File: src/rtl/fx3_transfer_ctrl_pkg.sv
// fx3_transfer_pkg: shared state encoding and default sizing for the FX3 transfer controller
package fx3_transfer_pkg;
   localparam int DEF_BURST_WORDS = 8192;
   localparam int DEF_DATA_W      = 16;
   localparam int DEF_CNT_W       = 14;
   localparam int PIPE_LAT        = 2;
   typedef enum logic [1:0] {IDLE, STREAM, FLUSH, HOLDOFF} state_t;
endpackage

File: src/rtl/fx3_transfer_ctrl_if.sv
// fx3_transfer_ctrl_if: buffer read port, GPIF write port and status of the FX3 transfer controller
interface fx3_transfer_ctrl_if
   import fx3_transfer_pkg::*;
#(
   parameter int DW = DEF_DATA_W
);
   logic          collect_data;
   logic          fx3_ready;
   logic          data_available;
   logic [DW-1:0] buffer_data;
   logic          read_request;
   logic [DW-1:0] fx3_data;
   logic          fx3_data_valid;
   logic          fx3_packet_end;
   logic          buffer_underrun;
   logic          protocol_error;
   logic [15:0]   burst_count;
   modport slave (
      input  collect_data, fx3_ready, data_available, buffer_data,
      output read_request, fx3_data, fx3_data_valid, fx3_packet_end,
             buffer_underrun, protocol_error, burst_count
   );
   modport master (
      output collect_data, fx3_ready, data_available, buffer_data,
      input  read_request, fx3_data, fx3_data_valid, fx3_packet_end,
             buffer_underrun, protocol_error, burst_count
   );
endinterface

File: src/rtl/fx3_read_pipe.sv
// fx3_read_pipe: two-stage valid/last pipeline from buffer read strobe to GPIF write registers
// Build macro TEST_PATTERN_EN: data output becomes a free-running word counter instead of buffer data.
module fx3_read_pipe
   import fx3_transfer_pkg::*;
#(
   parameter int DATA_W = DEF_DATA_W
) (
   input  logic              i_clk,
   input  logic              i_rst,
   input  logic              i_valid,
   input  logic              i_last,
   input  logic              i_full,
   input  logic [DATA_W-1:0] i_data,
   output logic              o_s1_full,
   output logic              o_valid,
   output logic              o_last,
   output logic [DATA_W-1:0] o_data
);
   logic              r_v1, r_l1, r_f1;
   logic              r_valid, r_last;
   logic [DATA_W-1:0] r_data;

   // stage 1 tags the word the buffer is fetching during this cycle
   always_ff @(posedge i_clk) begin
      if (i_rst) begin
         r_v1 <= 1'b0;
         r_l1 <= 1'b0;
         r_f1 <= 1'b0;
      end else begin
         r_v1 <= i_valid;
         r_l1 <= i_last;
         r_f1 <= i_full;
      end
   end

   // stage 2 registers the GPIF write strobe and end-of-packet marker
   always_ff @(posedge i_clk) begin
      if (i_rst) begin
         r_valid <= 1'b0;
         r_last  <= 1'b0;
      end else begin
         r_valid <= r_v1;
         r_last  <= r_v1 & r_l1;
      end
   end

`ifdef TEST_PATTERN_EN
   logic [DATA_W-1:0] r_pat;

   // counter replaces buffer data and advances once per delivered word, across bursts
   always_ff @(posedge i_clk) begin
      if (i_rst) begin
         r_data <= '0;
         r_pat  <= '0;
      end else if (r_v1) begin
         r_data <= r_pat;
         r_pat  <= r_pat + DATA_W'(1);
      end
   end
`else
   // buffer q is valid the cycle after the read strobe and is captured untouched
   always_ff @(posedge i_clk) begin
      if (i_rst) r_data <= '0;
      else       r_data <= i_data;
   end
`endif

   assign o_s1_full = r_f1;
   assign o_valid   = r_valid;
   assign o_last    = r_last;
   assign o_data    = r_data;
endmodule

File: src/rtl/fx3_transfer_ctrl.sv
// fx3_transfer_ctrl: reads one full ping-pong buffer per burst and streams it to the FX3 GPIF
// Build macro TEST_PATTERN_EN (handled in fx3_read_pipe) swaps buffer data for a counter.
module fx3_transfer_ctrl
   import fx3_transfer_pkg::*;
#(
   parameter int BURST_WORDS = DEF_BURST_WORDS,
   parameter int DATA_W      = DEF_DATA_W,
   parameter int CNT_W       = DEF_CNT_W
) (
   input logic                i_clk,
   input logic                i_rst,
   fx3_transfer_ctrl_if.slave bus
);
   state_t           r_state;
   logic [CNT_W-1:0] r_word_cnt;
   logic [1:0]       r_flush_cnt;
   logic             r_read_request;
   logic             r_collect_d;
   logic             r_underrun;
   logic             r_protocol;
   logic [15:0]      r_burst_count;
   logic             w_start, w_last_word, w_pipe_last, w_pipe_full, w_s1_full;

   assign w_start     = bus.collect_data & bus.data_available & bus.fx3_ready;
   assign w_last_word = r_word_cnt == CNT_W'(BURST_WORDS - 1);
   assign w_pipe_last = r_read_request & (w_last_word | ~bus.data_available);
   assign w_pipe_full = r_read_request & w_last_word;

   // burst sequencing: wait for data, stream one buffer, drain the pipe, then wait for the buffer to swap
   always_ff @(posedge i_clk) begin
      if (i_rst) begin
         r_state        <= IDLE;
         r_word_cnt     <= '0;
         r_flush_cnt    <= '0;
         r_read_request <= 1'b0;
         r_collect_d    <= 1'b0;
         r_underrun     <= 1'b0;
         r_protocol     <= 1'b0;
      end else begin
         r_collect_d <= bus.collect_data;
         case (r_state)
            IDLE: begin
               if (bus.collect_data & ~r_collect_d) begin
                  r_underrun <= 1'b0;
                  r_protocol <= 1'b0;
               end
               if (w_start) begin
                  r_state        <= STREAM;
                  r_read_request <= 1'b1;
                  r_word_cnt     <= '0;
               end
            end
            STREAM: begin
               r_word_cnt <= r_word_cnt + CNT_W'(1);
               if (~bus.fx3_ready) r_protocol <= 1'b1;
               if (w_last_word | ~bus.data_available) begin
                  r_state        <= FLUSH;
                  r_read_request <= 1'b0;
                  r_flush_cnt    <= '0;
                  if (~w_last_word) r_underrun <= 1'b1;
               end
            end
            FLUSH: begin
               r_flush_cnt <= r_flush_cnt + 2'd1;
               if (r_flush_cnt == 2'(PIPE_LAT - 1)) r_state <= HOLDOFF;
            end
            default: begin
               if (~bus.data_available) r_state <= IDLE;
            end
         endcase
      end
   end

   // completed full bursts, counted as the last word's strobe is registered
   always_ff @(posedge i_clk) begin
      if (i_rst)          r_burst_count <= '0;
      else if (w_s1_full) r_burst_count <= r_burst_count + 16'd1;
   end

   fx3_read_pipe #(.DATA_W(DATA_W)) u_pipe (
      .i_clk     (i_clk),
      .i_rst     (i_rst),
      .i_valid   (r_read_request),
      .i_last    (w_pipe_last),
      .i_full    (w_pipe_full),
      .i_data    (bus.buffer_data),
      .o_s1_full (w_s1_full),
      .o_valid   (bus.fx3_data_valid),
      .o_last    (bus.fx3_packet_end),
      .o_data    (bus.fx3_data)
   );

   assign bus.read_request    = r_read_request;
   assign bus.buffer_underrun = r_underrun;
   assign bus.protocol_error  = r_protocol;
   assign bus.burst_count     = r_burst_count;
endmodule

File: src/flat_wrapper.sv
// flat-port wrapper written by rule: the top's interface ports become plain ports
module fx3_transfer_ctrl_flat import fx3_transfer_pkg::*;
#(
   parameter int BURST_WORDS = DEF_BURST_WORDS,
   parameter int DATA_W      = DEF_DATA_W,
   parameter int CNT_W       = DEF_CNT_W
)
  (i_clk, i_rst, bus_collect_data, bus_fx3_ready, bus_data_available, bus_buffer_data, bus_read_request, bus_fx3_data, bus_fx3_data_valid, bus_fx3_packet_end, bus_buffer_underrun, bus_protocol_error, bus_burst_count);
  fx3_transfer_ctrl_if bus_i ();
  input logic i_clk;
  input logic i_rst;
  input wire logic [$bits(bus_i.collect_data)-1:0] bus_collect_data;
  input wire logic [$bits(bus_i.fx3_ready)-1:0] bus_fx3_ready;
  input wire logic [$bits(bus_i.data_available)-1:0] bus_data_available;
  input wire logic [$bits(bus_i.buffer_data)-1:0] bus_buffer_data;
  output wire logic [$bits(bus_i.read_request)-1:0] bus_read_request;
  output wire logic [$bits(bus_i.fx3_data)-1:0] bus_fx3_data;
  output wire logic [$bits(bus_i.fx3_data_valid)-1:0] bus_fx3_data_valid;
  output wire logic [$bits(bus_i.fx3_packet_end)-1:0] bus_fx3_packet_end;
  output wire logic [$bits(bus_i.buffer_underrun)-1:0] bus_buffer_underrun;
  output wire logic [$bits(bus_i.protocol_error)-1:0] bus_protocol_error;
  output wire logic [$bits(bus_i.burst_count)-1:0] bus_burst_count;
  assign bus_i.collect_data = bus_collect_data;
  assign bus_i.fx3_ready = bus_fx3_ready;
  assign bus_i.data_available = bus_data_available;
  assign bus_i.buffer_data = bus_buffer_data;
  assign bus_read_request = bus_i.read_request;
  assign bus_fx3_data = bus_i.fx3_data;
  assign bus_fx3_data_valid = bus_i.fx3_data_valid;
  assign bus_fx3_packet_end = bus_i.fx3_packet_end;
  assign bus_buffer_underrun = bus_i.buffer_underrun;
  assign bus_protocol_error = bus_i.protocol_error;
  assign bus_burst_count = bus_i.burst_count;
  fx3_transfer_ctrl #(.BURST_WORDS(BURST_WORDS), .DATA_W(DATA_W), .CNT_W(CNT_W)) u_core (.i_clk(i_clk), .i_rst(i_rst), .bus(bus_i));
endmodule
File: config.mk
export PLATFORM = sky130hd
export DESIGN_NAME = fx3_transfer_ctrl_flat
export DESIGN_NICKNAME = d
export VERILOG_FILES = /design/src/rtl/fx3_transfer_ctrl_pkg.sv /design/src/rtl/fx3_transfer_ctrl_if.sv /design/src/rtl/fx3_read_pipe.sv /design/src/rtl/fx3_transfer_ctrl.sv /design/src/flat_wrapper.sv
export SDC_FILE = /design/constraint.sdc
export NUM_CORES = 1
export LEC_CHECK = 0
export BUFFER_PORTS_ARGS = -buffer_cell sky130_fd_sc_hd__buf_2
export CORE_MARGIN = 5
export CORE_UTILIZATION = 30
export CTS_CLUSTER_DIAMETER = 100
export DETAILED_ROUTE_END_ITERATION = 7
export GPL_TIMING_DRIVEN = 0
export MAX_ROUTING_LAYER = met4
export PLACE_DENSITY_LB_ADDON = 0.25
export SETUP_SLACK_MARGIN = 0.05
export SLEW_MARGIN = 10
export SYNTH_ARGS = -nofsm -noshare
export SYNTH_HDL_FRONTEND = slang
export SYNTH_SLANG_ARGS = --single-unit
File: constraint.sdc
create_clock -name i_clk -period 1.7 [get_ports i_clk]
set_input_delay 0.34 -clock i_clk [delete_from_list [all_inputs] [get_ports i_clk]]
set_output_delay 0.34 -clock i_clk [all_outputs]
set_load 0.1 [all_outputs]
Word-level counts from Yosys, hierarchy flattened. Index checks and enable logic that the tools add are counted. W data, S select, Z words.

Add/sub/neg operators: 3. Equality and inequality tests: 11. Mux-type cells: 18. Bitwise logic cells: 9. Reduce and logical (&&, ||, !) cells: 9.

Operators with widths (number): $pmux W14 S2 (1); $add A16 B1 Y16 const B (1); $add A14 B1 Y14 const B (1); $eq A14 B13 Y1 const B (1); $mux W14 (1); $mux W2 (5); $ne A2 B1 Y1 const B (4); $reduce_and A4 Y1 (2); $and A1 B1 Y1 (6); $mux W1 (6); $pmux W1 S2 (3); $pmux W2 S3 (1); $reduce_and A3 Y1 (2); $eq A2 B1 Y1 const B (2); $ne A2 B2 Y1 const B (2); $ne A4 B1 Y1 const B (1); $pmux W2 S2 (1); $reduce_and A2 Y1 (2); $reduce_bool A2 Y1 (2); $add A2 B1 Y2 const B (1); $eq A2 B2 Y1 const B (1); $logic_not A2 Y1 (1); $not A1 Y1 (2); $or A1 B1 Y1 (1).

Bits in registers: 59. Input bits: 21. Output and inout bits: 37. Logic and storage cells: 64.

Longest topological paths before layout.
Word-level depth: 4. Depth in mapped cells: 7. Mapped depth without buffers: 7.

By module. From an unflattened synthesis, not the netlist that was laid out.

Cells, all modules: 260. Area total of the unflattened synthesis: 2571.2 um2.

By module, submodules not included: fx3_transfer_ctrl (instances 1, cells each 216, area each 1944.4 um2, sequential area each 760.7 um2); fx3_read_pipe (instances 1, cells each 44, area each 626.9 um2, sequential area each 420.4 um2).

Worst setup path after synthesis. OpenSTA, ideal clock, no wires.

Path kind: reg2reg. From: register u_core.r_burst_count[8], in the netlist u_core.bus.burst_count[8]. To: register u_core.r_burst_count[15], in the netlist u_core.bus.burst_count[15]. Setup time: 0.067 ns. Data arrival time: 2.286 ns. Required time: 1.633 ns. Setup slack: -0.652 ns. Cell stages (with the launch flop): 6. Clock period less this slack: 2.352 ns. Cell sequence: dfxtp_1 -> and4_4 -> nand4_2 -> or4_4 -> xor2_1 -> nor2_1.

Cells in the longest elaborated chain, start to end: 1.

Ends and longest elaborated chain: start: declaration (line fx3_transfer_ctrl.sv:21) `logic [15:0] r_burst_count;`; start signal: assignment (line fx3_transfer_ctrl.sv:77) `else if (w_s1_full) r_burst_count <= r_burst_count + 16'd1;`; $add A16 B1 Y16 (line fx3_transfer_ctrl.sv:77).

Every way passes these cells. A chain may end at the register's enable or synchronous reset.

Worst setup path after layout.
From: register u_core.r_state[1]. To: register u_core.r_word_cnt[9].

Cells in the longest elaborated chain, start to end: 3. Elaborated cells on any way between the ends: 6.

Ends and longest elaborated chain: start: declaration (line fx3_transfer_ctrl.sv:14) `state_t r_state;`; start signal: assignment (line fx3_transfer_ctrl.sv:32) `r_state <= IDLE;`; start signal: assignment (line fx3_transfer_ctrl.sv:48) `r_state <= STREAM;`; start signal: assignment (line fx3_transfer_ctrl.sv:57) `r_state <= FLUSH;`; $logic_not A2 Y1 / $eq A2 B1 Y1 (equally long branches) (line fx3_transfer_ctrl.sv:41) `case (r_state)`; $ne A2 B1 Y1 (no line) / $reduce_bool A2 Y1 (equally long branches); $reduce_and A2 Y1 (no line); end signal: assignment (line fx3_transfer_ctrl.sv:54) `r_word_cnt <= r_word_cnt + CNT_W'(1);`; end: declaration (line fx3_transfer_ctrl.sv:15) `logic [CNT_W-1:0] r_word_cnt;`.

Several ways; a longest one is shown, not always the timed one.

==> impl_metrics.env <==
export IMPL_synth_top_family_by_area="simple AND/OR/NAND/NOR gates"
export IMPL_tightest_slew_ns=0.498
export IMPL_antennaDiodeCount=0
export IMPL_antenna_left=0
export IMPL_drtIter0Drc=44
export IMPL_finalClockSkew_ns=0.00750
export IMPL_synth_area_per_cell_sq_um=9.59
export IMPL_cts_tree="yes"
export IMPL_p_int_w=0.00237
export IMPL_swShare_pct=30.7
export IMPL_crit_arrival_ns=1.97
export IMPL_grt_pass1_vias=1933
export IMPL_fin_cells=434
export IMPL_cts_buffers=9
export IMPL_viasPerCell=4.51
export IMPL_antenna_found_initial=0
export IMPL_first_pass_iters=4
export IMPL_synth_top_area_share_pct=49.7
export IMPL_drc=0
export IMPL_htreeDepth=3
export IMPL_num_nets_final=355
export IMPL_synth_compound_area_share_pct=6.68
export IMPL_cts_sinks=59
export IMPL_start_util_pct=30.8
export IMPL_status="finished, violations left"
export IMPL_rr_startpoint="u_core.r_state[1]$_SDFFE_PP0P_"
export IMPL_synth_cell_types=40
export IMPL_power_clock_fraction_pct=34.3
export IMPL_rsz0062_at_grt="yes"
export IMPL_slowest_stage="dfxtp_4"
export IMPL_yosys_warnings=0
export IMPL_min_period_ns=1.70
export IMPL_fp_dieH_um=99.0
export IMPL_wire_per_inst_um=11.9
export IMPL_r2r_cells=7
export IMPL_synth_cells=248
export IMPL_synth_fa_ha_area_share_pct=3.68
export IMPL_yosys_mux_area_fraction_pct=1.26
export IMPL_r2r_end="u_core.r_word_cnt[9]$_SDFFE_PP0P_"
export IMPL_die_x_um=99.0
export IMPL_coreArea_sq_um=7730
export IMPL_power_w=0.00342
export IMPL_setup_worst_path_end_class="register"
export IMPL_rows=32
export IMPL_post_place_ws_ns=-0.200
export IMPL_p_leak_nw=1.35
export IMPL_yosysTopAreaCell="dfxtp_1"
export IMPL_finalHoldViolations=0
export IMPL_yosysSeqAreaShare_pct=49.7
export IMPL_syn_cell_area_sq_um=2380
export IMPL_cts_reportedPaths_clkPinSlew_ns=0.06
export IMPL_synthSimpleGateAreaFrac_pct=27.3
export IMPL_worstHoldStart="bus_buffer_data[7]"
export IMPL_clockRootBuffer="clkbuf_8"
export IMPL_clk_latency_ns=0.33
export IMPL_async_flop_share_pct=0
export IMPL_power_share_sequential_pct=43.1
export IMPL_pwr_share_comb_pct=22.6
export IMPL_maxCapViolCount=0
export IMPL_synth_area_top_cells="dfxtp_1 (50%), nor2_1 (5.8%), nor2b_1 (5.0%), xnor2_1 (4.4%), xor2_1 (4.4%)"
export IMPL_wl_um=5170
export IMPL_setup_viol=2
export IMPL_multi_input_area_sq_um=1260
export IMPL_grt_usage_pct=11.1
export IMPL_placed_cells=406
export IMPL_r2r_slack_ns=-0.0009
export IMPL_max_stage_delay_ns=0.36
export IMPL_crit_type="register to register"
export IMPL_port_buffers=56
export IMPL_crit_chain="inv_4 > ha_4 > and4_4 > or2_4 > nand4_4 > or3_4 > a21oi_2"
export IMPL_ys_ff_latch=59
export IMPL_drive_gt1_share_pct=40.7
export IMPL_dp_hpwl_um=3620
export IMPL_p_switching_w=0.00105
export IMPL_synth_xor_area_share_pct=8.84
export IMPL_nFillCells=769
export IMPL_num_vias=1958
export IMPL_hp_class="primary input to register"
export IMPL_grt_max_degree=11
export IMPL_powerDensity_nw_per_um2=1050
export IMPL_max_vdd_ir_drop_mv=0.785
export IMPL_grt_overflow=0
export IMPL_synth_fp_nets=276
export IMPL_drv_slew=0
export IMPL_synth_most_common_cell="dfxtp_1"
export IMPL_io_pins=58
export IMPL_synth_common_cells="dfxtp_1 (59), nor2_1 (37), nor2b_1 (19)"
export IMPL_synth_edff_count=0
export IMPL_finalCritPeriodShare_pct=100
export IMPL_setup_slack_ns=-0.000941
export IMPL_max_freq_mhz=588
export IMPL_worstPathRequired_ns=1.97
export IMPL_gp_congestion=0.785
export IMPL_dieArea_sq_um=9800
export IMPL_maxSlewHeadroom_pct=67.1
export IMPL_area_growth_pct=36.6
export IMPL_crit_path_start_kind="register"
export IMPL_grt_pass1_wl_um=8630
export IMPL_whs_endpoint="u_core.u_pipe.o_data[7]$_SDFF_PP0_"
export IMPL_violations="negative setup slack"
export IMPL_cts_buffer_depth=2
export IMPL_seqCellArea_sq_um=1240
export IMPL_synth_ff_type="dfxtp_1"
export IMPL_critPathMaxFanout=7
export IMPL_hold_depth=2
==> registers in the layout, summed over array words and instances (netlist names) <==
name,count
u_core.u_pipe.o_last,1
u_core.u_pipe.r_l1,1
u_core.u_pipe.o_valid,1
u_core.bus.burst_count,16
u_core.u_pipe.o_s1_full,1
u_core.bus.protocol_error,1
u_core.bus.read_request,1
u_core.r_state,2
u_core.u_pipe.r_v1,1
u_core.r_collect_d,1
u_core.r_word_cnt,14
u_core.u_pipe.o_data,16
u_core.r_flush_cnt,2
u_core.bus.buffer_underrun,1
==> layout make-up <==
type / count / share of cell area [%]
plain buffers: 7 / 0.886
clock buffers: 13 / 4.28
clock inverters: 3 / 1.19
inverters: 9 / 1.19
multi-input cells: 173 / 38.8
flip-flops and latches: 59 / 38.3
well taps: 102 / 3.93
repair buffers: 68 / 11.5
==> timing repair <==
action / in CTS / in global routing
hold buffers: 0 / 0
pin swaps: 11 / 12
setup endpoints to repair: 11 / 17
cloned: 0 / 0
gates resized for setup: 12 / 21
setup buffers: 9 / 3
==> per-stage QoR <==
stage	TNS, ns	hold WS (ns)	cell area [sq um]	utilization [%]
after floorplan	-0.0392	0.406	2440	-
after global placement	-1.22	0.418	2850	36.8
after detailed placement	-1.08	0.425	2850	36.8
after CTS	-0.0533	0.197	3130	40.5
after global routing	-0.443	0.197	3250	42.0
final	-0.00100	0.218	3250	42.0
==> worst max path at each step <==
stage / slack (ns) / depth (start not counted) / startpoint / to
after floorplan: -0.04 / 5 / u_core.bus.burst_count[9]$_SDFFE_PP0P_ / u_core.bus.burst_count[15]$_SDFFE_PP0P_
final: -0.0009 / 7 / u_core.r_state[1]$_SDFFE_PP0P_ / u_core.r_word_cnt[9]$_SDFFE_PP0P_
after detailed placement: -0.20 / 7 / u_core.r_state[1]$_SDFFE_PP0P_ / u_core.r_word_cnt[10]$_SDFFE_PP0P_
after global placement: -0.23 / 7 / u_core.r_state[1]$_SDFFE_PP0P_ / u_core.r_word_cnt[10]$_SDFFE_PP0P_
after global routing: -0.08 / 7 / u_core.r_state[1]$_SDFFE_PP0P_ / u_core.r_word_cnt[9]$_SDFFE_PP0P_
after CTS: -0.05 / 7 / u_core.r_state[1]$_SDFFE_PP0P_ / u_core.r_state[0]$_SDFFE_PP0P_
==> layer usage <==
layer | track usage (%) | part of all wire, % | up-vias
met3 | 5.24 | 6.0 | 4
li1 | - | - | 998
met5 | - | 0 | -
met4 | 2.94 | 0.72 | 0
met2 | 17.3 | 46 | 46
met1 | 13.0 | 47 | 910
==> power groups by stage <==
| stage | logic, W | clock network (W) | registers (W) |
|---|---|---|---|
| final | 0.000773 | 0.00118 | 0.00147 |
| after floorplan | 0.000280 | 0 | 0.00175 |
| after global routing | 0.000834 | 0.00129 | 0.00148 |
| after global placement | 0.000649 | 0 | 0.00149 |
| after CTS | 0.000726 | 0.00123 | 0.00146 |
| after detailed placement | 0.000654 | 0 | 0.00150 |
==> logic make-up (layout without fill, tap and decap cells) <==
kind of cell / count (synthesis) / after routing
compound gates: 25 / 25
xor+xnor: 24 / 24
fa+ha+maj: 7 / 7
buf+inv: 16 / 100
flops: 59 / 59
mux: 3 / 3
simple gates: 114 / 114
==> worst max-delay path: cells and delay by family (launching register included) <==
| family | cells | cell delay [ns] |
|---|---|---|
| AND/OR/NAND/NOR | 4 | 0.92 |
| flip-flops | 1 | 0.36 |
| adder cells (fa/ha/maj) | 1 | 0.16 |
| AO/OA/AOI/OAI | 1 | 0.13 |
| buffers and inverters | 1 | 0.06 |
==> cell usage in the layout, fill, tap and decap left out, types with 2 or more instances in the layout <==
master	count
and4_1	2
dfxtp_4	15
buf_2	57
and2_1	4
dfxtp_2	4
o21ai_0	6
buf_1	2
clkbuf_8	9
and3_1	4
inv_1	7
a21oi_2	2
nand4_1	6
nor3_2	3
nand3_1	7
inv_4	2
nor2_1	36
mux2i_1	3
buf_4	11
xnor2_2	3
ha_4	3
xor2_1	12
dfxtp_1	40
nor2b_1	19
xnor2_1	9
ha_1	3
a21oi_1	7
and4_4	5
clkbuf_1	7
nand2_1	10
or3_1	3
No activity file was read; power rests on OpenSTA's default activity.
